## config.mk

```make
export PLATFORM = sky130hd
export DESIGN_NAME = adc_frame_extract
export DESIGN_NICKNAME = d
export VERILOG_FILES = /design/src/rtl/adc_frame_pkg.sv /design/src/rtl/adc_frame_extract_sample_scale_sat.sv /design/src/rtl/adc_frame_extract.sv
export SDC_FILE = /design/constraint.sdc
export NUM_CORES = 2
export LEC_CHECK = 0
export ABC_AREA = 1
export CAP_MARGIN = 20
export CELL_PAD_IN_SITES_DETAIL_PLACEMENT = 1
export CELL_PAD_IN_SITES_GLOBAL_PLACEMENT = 2
export CORE_MARGIN = 2
export CORE_UTILIZATION = 34
export DETAILED_ROUTE_END_ITERATION = 12
export PLACE_DENSITY_LB_ADDON = 0.15
export SYNTH_ARGS = -nofsm -noshare
export SYNTH_HDL_FRONTEND = slang
export SYNTH_SLANG_ARGS = --single-unit
```

## constraint.sdc

```tcl
create_clock -name clk -period 8.1 [get_ports clk]
set_input_delay 1.62 -clock clk [delete_from_list [all_inputs] [get_ports clk]]
set_output_delay 1.62 -clock clk [all_outputs]
set_load 0.02 [all_outputs]
```

## src/rtl/adc_frame_pkg.sv

```systemverilog
// Shared types and constants for the ADC frame extractor.
// Holds FSM encodings, sample widths and saturation bounds.
package adc_frame_pkg;

    localparam int CYCLE_SAMPLE_NUM = 16;
    localparam int IN_SAMPLE_WIDTH  = 16;
    localparam int OUT_SAMPLE_WIDTH = 8;
    localparam int DATA_WIDTH       = CYCLE_SAMPLE_NUM * IN_SAMPLE_WIDTH;
    localparam int OUT_WIDTH        = CYCLE_SAMPLE_NUM * OUT_SAMPLE_WIDTH;
    localparam int DIFF_WIDTH       = IN_SAMPLE_WIDTH + 1;
    localparam int SHIFT_WIDTH      = 4;
    localparam int CNT_WIDTH        = 16;

    localparam logic signed [DIFF_WIDTH-1:0] SAT_MAX = 17'sd127;
    localparam logic signed [DIFF_WIDTH-1:0] SAT_MIN = -17'sd128;

    typedef enum logic [1:0] {
        ST_IDLE,
        ST_SKIP,
        ST_PAYLOAD,
        ST_DONE
    } state_t;

endpackage

```

## src/rtl/adc_frame_extract_sample_scale_sat.sv

```systemverilog
// Per-sample pipeline: offset removal, then arithmetic shift
// and saturation to a signed 8-bit value.
import adc_frame_pkg::*;

module sample_scale_sat (
    input  logic                        clk,
    input  logic                        rst,
    input  logic                        s1_en_i,
    input  logic                        s2_en_i,
    input  logic [IN_SAMPLE_WIDTH-1:0]  sample_i,
    input  logic [IN_SAMPLE_WIDTH-1:0]  offset_i,
    input  logic [SHIFT_WIDTH-1:0]      shift_i,
    output logic [OUT_SAMPLE_WIDTH-1:0] sample_o
);

    logic signed [DIFF_WIDTH-1:0] diff_d, diff_q;
    logic signed [DIFF_WIDTH-1:0] shifted;
    logic [OUT_SAMPLE_WIDTH-1:0]  sat_d, sat_q;

    always_comb begin
        diff_d  = {1'b0, sample_i} - {1'b0, offset_i};
        shifted = diff_q >>> shift_i;
        if (shifted > SAT_MAX) begin
            sat_d = SAT_MAX[OUT_SAMPLE_WIDTH-1:0];
        end else if (shifted < SAT_MIN) begin
            sat_d = SAT_MIN[OUT_SAMPLE_WIDTH-1:0];
        end else begin
            sat_d = shifted[OUT_SAMPLE_WIDTH-1:0];
        end
    end

    always_ff @(posedge clk) begin
        if (rst) begin
            diff_q <= '0;
            sat_q  <= '0;
        end else begin
            if (s1_en_i) diff_q <= diff_d;
            if (s2_en_i) sat_q  <= sat_d;
        end
    end

    assign sample_o = sat_q;

endmodule

```

## src/rtl/adc_frame_extract.sv

```systemverilog
// Captures a payload window after a skip count, converts samples
// to signed 8-bit and streams them out with tlast and statistics.
import adc_frame_pkg::*;

module adc_frame_extract (
    input  logic                   clk,
    input  logic                   rst,
    input  logic                   state_changed,
    input  logic [DATA_WIDTH-1:0]  s_tdata,
    input  logic                   s_tvalid,
    input  logic [CNT_WIDTH-1:0]   skip_cycle_length,
    input  logic [CNT_WIDTH-1:0]   payload_cycle_length,
    input  logic [15:0]            adc_offset,
    input  logic [SHIFT_WIDTH-1:0] scale_shift,
    output logic [OUT_WIDTH-1:0]   m_axis_tdata,
    output logic                   m_axis_tvalid,
    output logic                   m_axis_tlast,
    input  logic                   m_axis_tready,
    output logic [CNT_WIDTH-1:0]   frame_count,
    output logic [CNT_WIDTH-1:0]   drop_count,
    output logic                   frame_error,
    output logic                   busy
);

    state_t                 state_q, state_d;
    logic [CNT_WIDTH-1:0]   cnt_q, cnt_d, cnt_nxt;
    logic [CNT_WIDTH-1:0]   skip_q, payload_q;
    logic [15:0]            offset_q, offset_sel;
    logic [SHIFT_WIDTH-1:0] shift_q;
    logic                   s1_vld_q, s1_vld_d, s1_last_q, s1_last_d;
    logic                   out_vld_q, out_vld_d, out_last_q, out_last_d;
    logic [CNT_WIDTH-1:0]   frame_cnt_q, frame_cnt_d;
    logic [CNT_WIDTH-1:0]   drop_cnt_q, drop_cnt_d;
    logic                   err_q, err_d;
    logic                   cfg_load, cap, cap_last, frame_inc, gap;
    logic                   hold, drop, s2_en;
    logic [OUT_SAMPLE_WIDTH-1:0] smp [CYCLE_SAMPLE_NUM];

    assign cnt_nxt = cnt_q + 16'd1;

    always_comb begin
        state_d   = state_q;
        cnt_d     = cnt_q;
        cfg_load  = 1'b0;
        cap       = 1'b0;
        cap_last  = 1'b0;
        frame_inc = 1'b0;
        gap       = 1'b0;
        unique case (state_q)
            ST_IDLE: begin
                if (s_tvalid && payload_cycle_length != '0) begin
                    cfg_load = 1'b1;
                    if (skip_cycle_length == '0) begin
                        cap       = 1'b1;
                        cnt_d     = 16'd1;
                        cap_last  = (payload_cycle_length == 16'd1);
                        frame_inc = cap_last;
                        state_d   = cap_last ? ST_DONE : ST_PAYLOAD;
                    end else if (skip_cycle_length == 16'd1) begin
                        cnt_d   = '0;
                        state_d = ST_PAYLOAD;
                    end else begin
                        cnt_d   = 16'd1;
                        state_d = ST_SKIP;
                    end
                end
            end
            ST_SKIP: begin
                if (!s_tvalid) begin
                    gap     = 1'b1;
                    state_d = ST_DONE;
                end else if (cnt_nxt == skip_q) begin
                    cnt_d   = '0;
                    state_d = ST_PAYLOAD;
                end else begin
                    cnt_d = cnt_nxt;
                end
            end
            ST_PAYLOAD: begin
                if (!s_tvalid) begin
                    gap     = 1'b1;
                    state_d = ST_DONE;
                end else begin
                    cap       = 1'b1;
                    cnt_d     = cnt_nxt;
                    cap_last  = (cnt_nxt == payload_q);
                    frame_inc = cap_last;
                    if (cap_last) state_d = ST_DONE;
                end
            end
            ST_DONE: begin
                state_d = ST_DONE;
            end
        endcase
        // Re-arm overrides everything the FSM decided this cycle
        if (state_changed) begin
            state_d   = ST_IDLE;
            cfg_load  = 1'b0;
            cap       = 1'b0;
            cap_last  = 1'b0;
            frame_inc = 1'b0;
            gap       = 1'b0;
        end
    end

    always_comb begin
        hold       = out_vld_q && !m_axis_tready;
        drop       = hold && s1_vld_q && !state_changed;
        s2_en      = s1_vld_q && !hold;
        s1_vld_d   = cap;
        s1_last_d  = cap_last;
        out_vld_d  = hold ? out_vld_q  : s1_vld_q;
        out_last_d = hold ? out_last_q : s1_last_q;
        frame_cnt_d = frame_inc ? frame_cnt_q + 16'd1 : frame_cnt_q;
        drop_cnt_d  = drop_cnt_q;
        if (drop && drop_cnt_q != 16'hFFFF) drop_cnt_d = drop_cnt_q + 16'd1;
        err_d = err_q || gap || drop;
        if (state_changed) begin
            out_vld_d  = 1'b0;
            out_last_d = 1'b0;
            drop_cnt_d = '0;
            err_d      = 1'b0;
        end
    end

    always_ff @(posedge clk) begin
        if (rst) begin
            state_q     <= ST_IDLE;
            cnt_q       <= '0;
            skip_q      <= '0;
            payload_q   <= '0;
            offset_q    <= '0;
            shift_q     <= '0;
            s1_vld_q    <= 1'b0;
            s1_last_q   <= 1'b0;
            out_vld_q   <= 1'b0;
            out_last_q  <= 1'b0;
            frame_cnt_q <= '0;
            drop_cnt_q  <= '0;
            err_q       <= 1'b0;
        end else begin
            state_q     <= state_d;
            cnt_q       <= cnt_d;
            s1_vld_q    <= s1_vld_d;
            s1_last_q   <= s1_last_d;
            out_vld_q   <= out_vld_d;
            out_last_q  <= out_last_d;
            frame_cnt_q <= frame_cnt_d;
            drop_cnt_q  <= drop_cnt_d;
            err_q       <= err_d;
            if (cfg_load) begin
                skip_q    <= skip_cycle_length;
                payload_q <= payload_cycle_length;
                offset_q  <= adc_offset;
                shift_q   <= scale_shift;
            end
        end
    end

    // The first payload word can be captured on the same edge the
    // configuration is latched, so stage 1 uses the live offset in IDLE.
    assign offset_sel = (state_q == ST_IDLE) ? adc_offset : offset_q;

    for (genvar i = 0; i < CYCLE_SAMPLE_NUM; i++) begin : g_lane
        sample_scale_sat u_sss (
            .clk      (clk),
            .rst      (rst),
            .s1_en_i  (cap),
            .s2_en_i  (s2_en),
            .sample_i (s_tdata[i*IN_SAMPLE_WIDTH +: IN_SAMPLE_WIDTH]),
            .offset_i (offset_sel),
            .shift_i  (shift_q),
            .sample_o (smp[i])
        );
    end

    always_comb begin
        m_axis_tdata = '0;
        for (int i = 0; i < CYCLE_SAMPLE_NUM; i++) begin
            m_axis_tdata[i*OUT_SAMPLE_WIDTH +: OUT_SAMPLE_WIDTH] = smp[i];
        end
    end

    assign m_axis_tvalid = out_vld_q;
    assign m_axis_tlast  = out_last_q;
    assign frame_count   = frame_cnt_q;
    assign drop_count    = drop_cnt_q;
    assign frame_error   = err_q;
    assign busy          = (state_q == ST_SKIP) || (state_q == ST_PAYLOAD);

endmodule
```

==> metrics.md <==
| Metric | Value |
|---|---|
| Yosys top cell by area | `dfxtp_1` |
| Crit path max fanout | `17` |
| Max_cap viols | `0` |
| Worst R2R Start | `state_q[1]` |
| CTS Hold Bufs | `0` |
| Setup crit end | `g_lane[8].u_sss.diff_q[16]` |
| Initial Util | `~34%` |
| H-tree depth | `3` |
| Synthesized Nets | `7,027` |
| # IOs | `477` |
| Clock-pin slew on the worst setup and hold paths | `0.06 ns` |
| Die H | `approximately 350 um` |
| Post-synthesis async set-or-reset flop share | `0%` |
| GRT met3 Usage | `7.85%` |
| Slew HR | `23.2%` |
| Number of global-route vias before repair | `44,100` |
| Die Area | `approximately 0.12 mm2` |
| Final Core Density | `41.0%` |
| Setup crit end kind | `register` |
| Initial antenna violation count | `10` |
| Ranking of synthesized cells by area | `dfxtp_1, nand2_1, o21ai_0` |
| Seq/Total Area, Yosys | `24.6%` |
| Lkg Pwr | `20.4 nW` |
| Cell family with most CP delay | `compound AO/OA/AOI/OAI gates` |
| Fin. max-slew vios | `0` |
| Crit-path most repeated cell | `o21ai_0` |
| M2 GR Usage | `40.1%` |
| Most frequent cells in the layout | `nand2_1, o21ai_0, a21oi_1` |
| CTS sink count | `a little over 500` |
| Avg WL per Cell | `22.8 um` |
| Slew @ Worst Pin | `1.14 ns` |
| Final Hold Viols | `0` |
| Chip Width | `roughly 350 um` |
| Critical path arrival | `5.53 ns` |
| Num rows | `approximately 130` |
| Hold Crit Start | `offset_q[9]` |
| Period utilization | `62.0%` |
| Final WL | `190 mm` |
| CP required | `8.61 ns` |
| Synth warnings | `0` |
| Post-Syn Area | `0.0412 mm2` |
| Initial DRC Count | `3,895` |
| Startpoint types | `input port` |
| Worst path max stage delay | `between 0.5 and 0.6 ns` |
| GR Util All Layers | `29.6%` |
| RePlAce Congestion | `0.901` |
| Final #Nets | `7,264` |
| Area grow syn2layout | `19.5%` |
| Met1 Track Usage GR | `44.9%` |
| R2R setup slack | `between 3 and 4 ns` |
| Hold Path Class | `register to register` |
| Post-route ant nets | `0` |
| Commonest non-fill, non-tap cell in the layout | `nand2_1` |
| Minimum clock period | `around 5.0 ns` |
| Setup Crit Path Kind | `input port to register` |
| PD cells | `193 mW/mm2` |
| Yosys top cell area share | `24.6%` |
| DR vias | `about 46,000` |
| Share of cells above drive strength 1 | `around 4.2%` |
| Most utilized layer in the global route result | `met1` |
| Fill count | `15,500` |
| F_max | `199 MHz` |
| Yosys reg bits | `507` |
| Post-CTS setup buffers | `0` |
| Worst Path Buf+Inv | `4` |
| Drt via density | `5.48` |
| CTS buffer count | `68` |
| Avg Synthesized Cell Area | `between 6 and 7 um2` |
| Drt drc | `0` |
| Largest net degree at the start of global routing | `237` |
| # port buffers | `roughly 480` |
| Post-synth EDFFs | `0` |
| Total grt overflow | `0` |
| Post-DP HPWL | `143 mm` |
| Cell depth of the worst flop-to-flop path | `17` |
| Total negative slack | `0 ns` |
| Critical-path top delay cell | `fa_1` |
| Worst Skew | `0.0284 ns` |
| CTS Buffer Depth | `3` |
| Worst vdd ir | `132 uV` |
| First-pass GRT wire length | `approximately 280 mm` |
| Critical path launch point | `adc_offset[1]` |
| RSZ-0062 raised after global routing | `false` |
| Setup-failing EPs final | `0` |
| Core Box Area | `0.120 mm2` |
| Worst path depth | `15` |
| Post-cts repair resize count | `0` |
| Clock root buffer | `clkbuf_16` |
| Status | `completed` |
| R2r endpoint | `g_lane[8].u_sss.diff_q[16]` |
| Critical path cell sequence | `clkdlybuf4s50_1 -> or2_2 -> o21ai_4 -> buf_4 -> inv_1 -> buf_4 -> fa_1 -> o21ai_0 -> a21oi_1 -> o21ai_0 -> a21boi_0 -> o21bai_1 -> nand2_1 -> o21ai_0 -> a21oi_1` |
| 1st-pass router iterations | `7` |
| Mapped Cells | `between 6,000 and 7,000` |
| Later-pin clock latency in the skew report | `0.66 ns` |
| CTS tree | `yes` |
| Main flop type after synthesis | `dfxtp_1` |
| Unique masters post-synth | `between 60 and 70` |
where the power goes:
| group | internal [W] | total (W) | switching [W] |
|---|---|---|---|
| clock | 0.00182 | 0.00315 | 0.00133 |
| sequential | 0.00256 | 0.00264 | 0.0000886 |
| combinational | 0.00126 | 0.00369 | 0.00242 |
synthesized netlist by cell type (all sizes together), types with 2 or more instances:
master	count
o21a	12
nor3	39
a21oi	718
nand3b	25
and2	20
o21ai	1046
o211ai	43
nand3	325
o22ai	13
a22o	3
ha	263
o22a	16
nor4	21
a311oi	2
buf	180
or2	24
nand4	39
inv	407
o31ai	17
nor2	362
a22oi	46
a21boi	23
o211a	4
o221ai	2
mux2i	25
xor2	119
a211oi	66
fa	16
a31oi	30
dfxtp	507
a21o	32
nor4b	2
nand2	1665
xnor2	118
o21bai	19
clkbuf	182
registers in the layout, summed over array words and instances, names as in the netlist:
register / flops
g_lane.u_sss.sample_o: 128
state_q: 2
shift_q: 4
m_axis_tvalid: 1
s1_last_q: 1
s1_vld_q: 1
drop_count: 16
skip_q: 16
offset_q: 16
cnt_q: 16
g_lane.u_sss.diff_q: 272
frame_error: 1
payload_q: 16
frame_count: 16
m_axis_tlast: 1
per-stage QoR:
stage | instances | setup WS (ns) | hold WS (ns) | cell area (um2) | power, W
after floorplan | 6435 | 2.87 | 0.424 | 41200 | 0.00502
after global placement | 8212 | 2.57 | 0.438 | 46900 | 0.00626
after detailed placement | 8212 | 2.46 | 0.452 | 46900 | 0.00630
after CTS | 8333 | 3.16 | 0.460 | 49200 | 0.00948
after global routing | 8337 | 2.85 | 0.481 | 49200 | 0.0100
final | 8338 | 3.08 | 0.457 | 49200 | 0.00948
tightest hold or removal path, cell delays in order, from the launching register on:
cell	delay, ns
dfxtp_1	0.30
inv_1	0.06
a21oi_1	0.05
how the worst min path moves through the flow:
stage	to	slack (ns)	cells after the start
after floorplan	offset_q[0]	0.42	2
after global placement	offset_q[5]	0.44	2
after detailed placement	m_axis_tlast	0.45	2
after CTS	offset_q[4]	0.46	2
after global routing	g_lane[0].u_sss.sample_o[7]	0.48	2
final	offset_q[9]	0.46	2
cell families (layout without fill, tap and decap cells):
family | Yosys count | in the layout | synth area share (%)
muxes | 25 | 25 | 0.608
AOI/OAI and AO/OA | 2092 | 2092 | 27.6
buffers and inverters | 770 | 1058 | 7.75
xor gates and xnor gates | 237 | 237 | 5.04
other | 0 | 3 | 0
adders and majority gates | 279 | 279 | 8.77
and+or+nand+nor | 2525 | 2525 | 25.5
DFF | 507 | 507 | 24.6
per-layer routing:
layer	vias up	wire length, um
li1	22400	-
met1	21700	96100
met2	1327	72700
met3	230	16200
met4	8	5310
met5	-	53
layout make-up:
cell class                      count  area, um2  area share, %
Multi-Input combinational cell   5158      28000           56.8
Sequential cell                   507      10200           20.7
Timing Repair Buffer              529       5240           10.6
Tap cell                         1612       2020           4.10
Clock buffer                       93       1980           4.02
Inverter                          408       1560           3.16
Clock inverter                     28        279          0.567
Antenna cell                        3       7.51         0.0153
(Power assumes the default switching activity.)
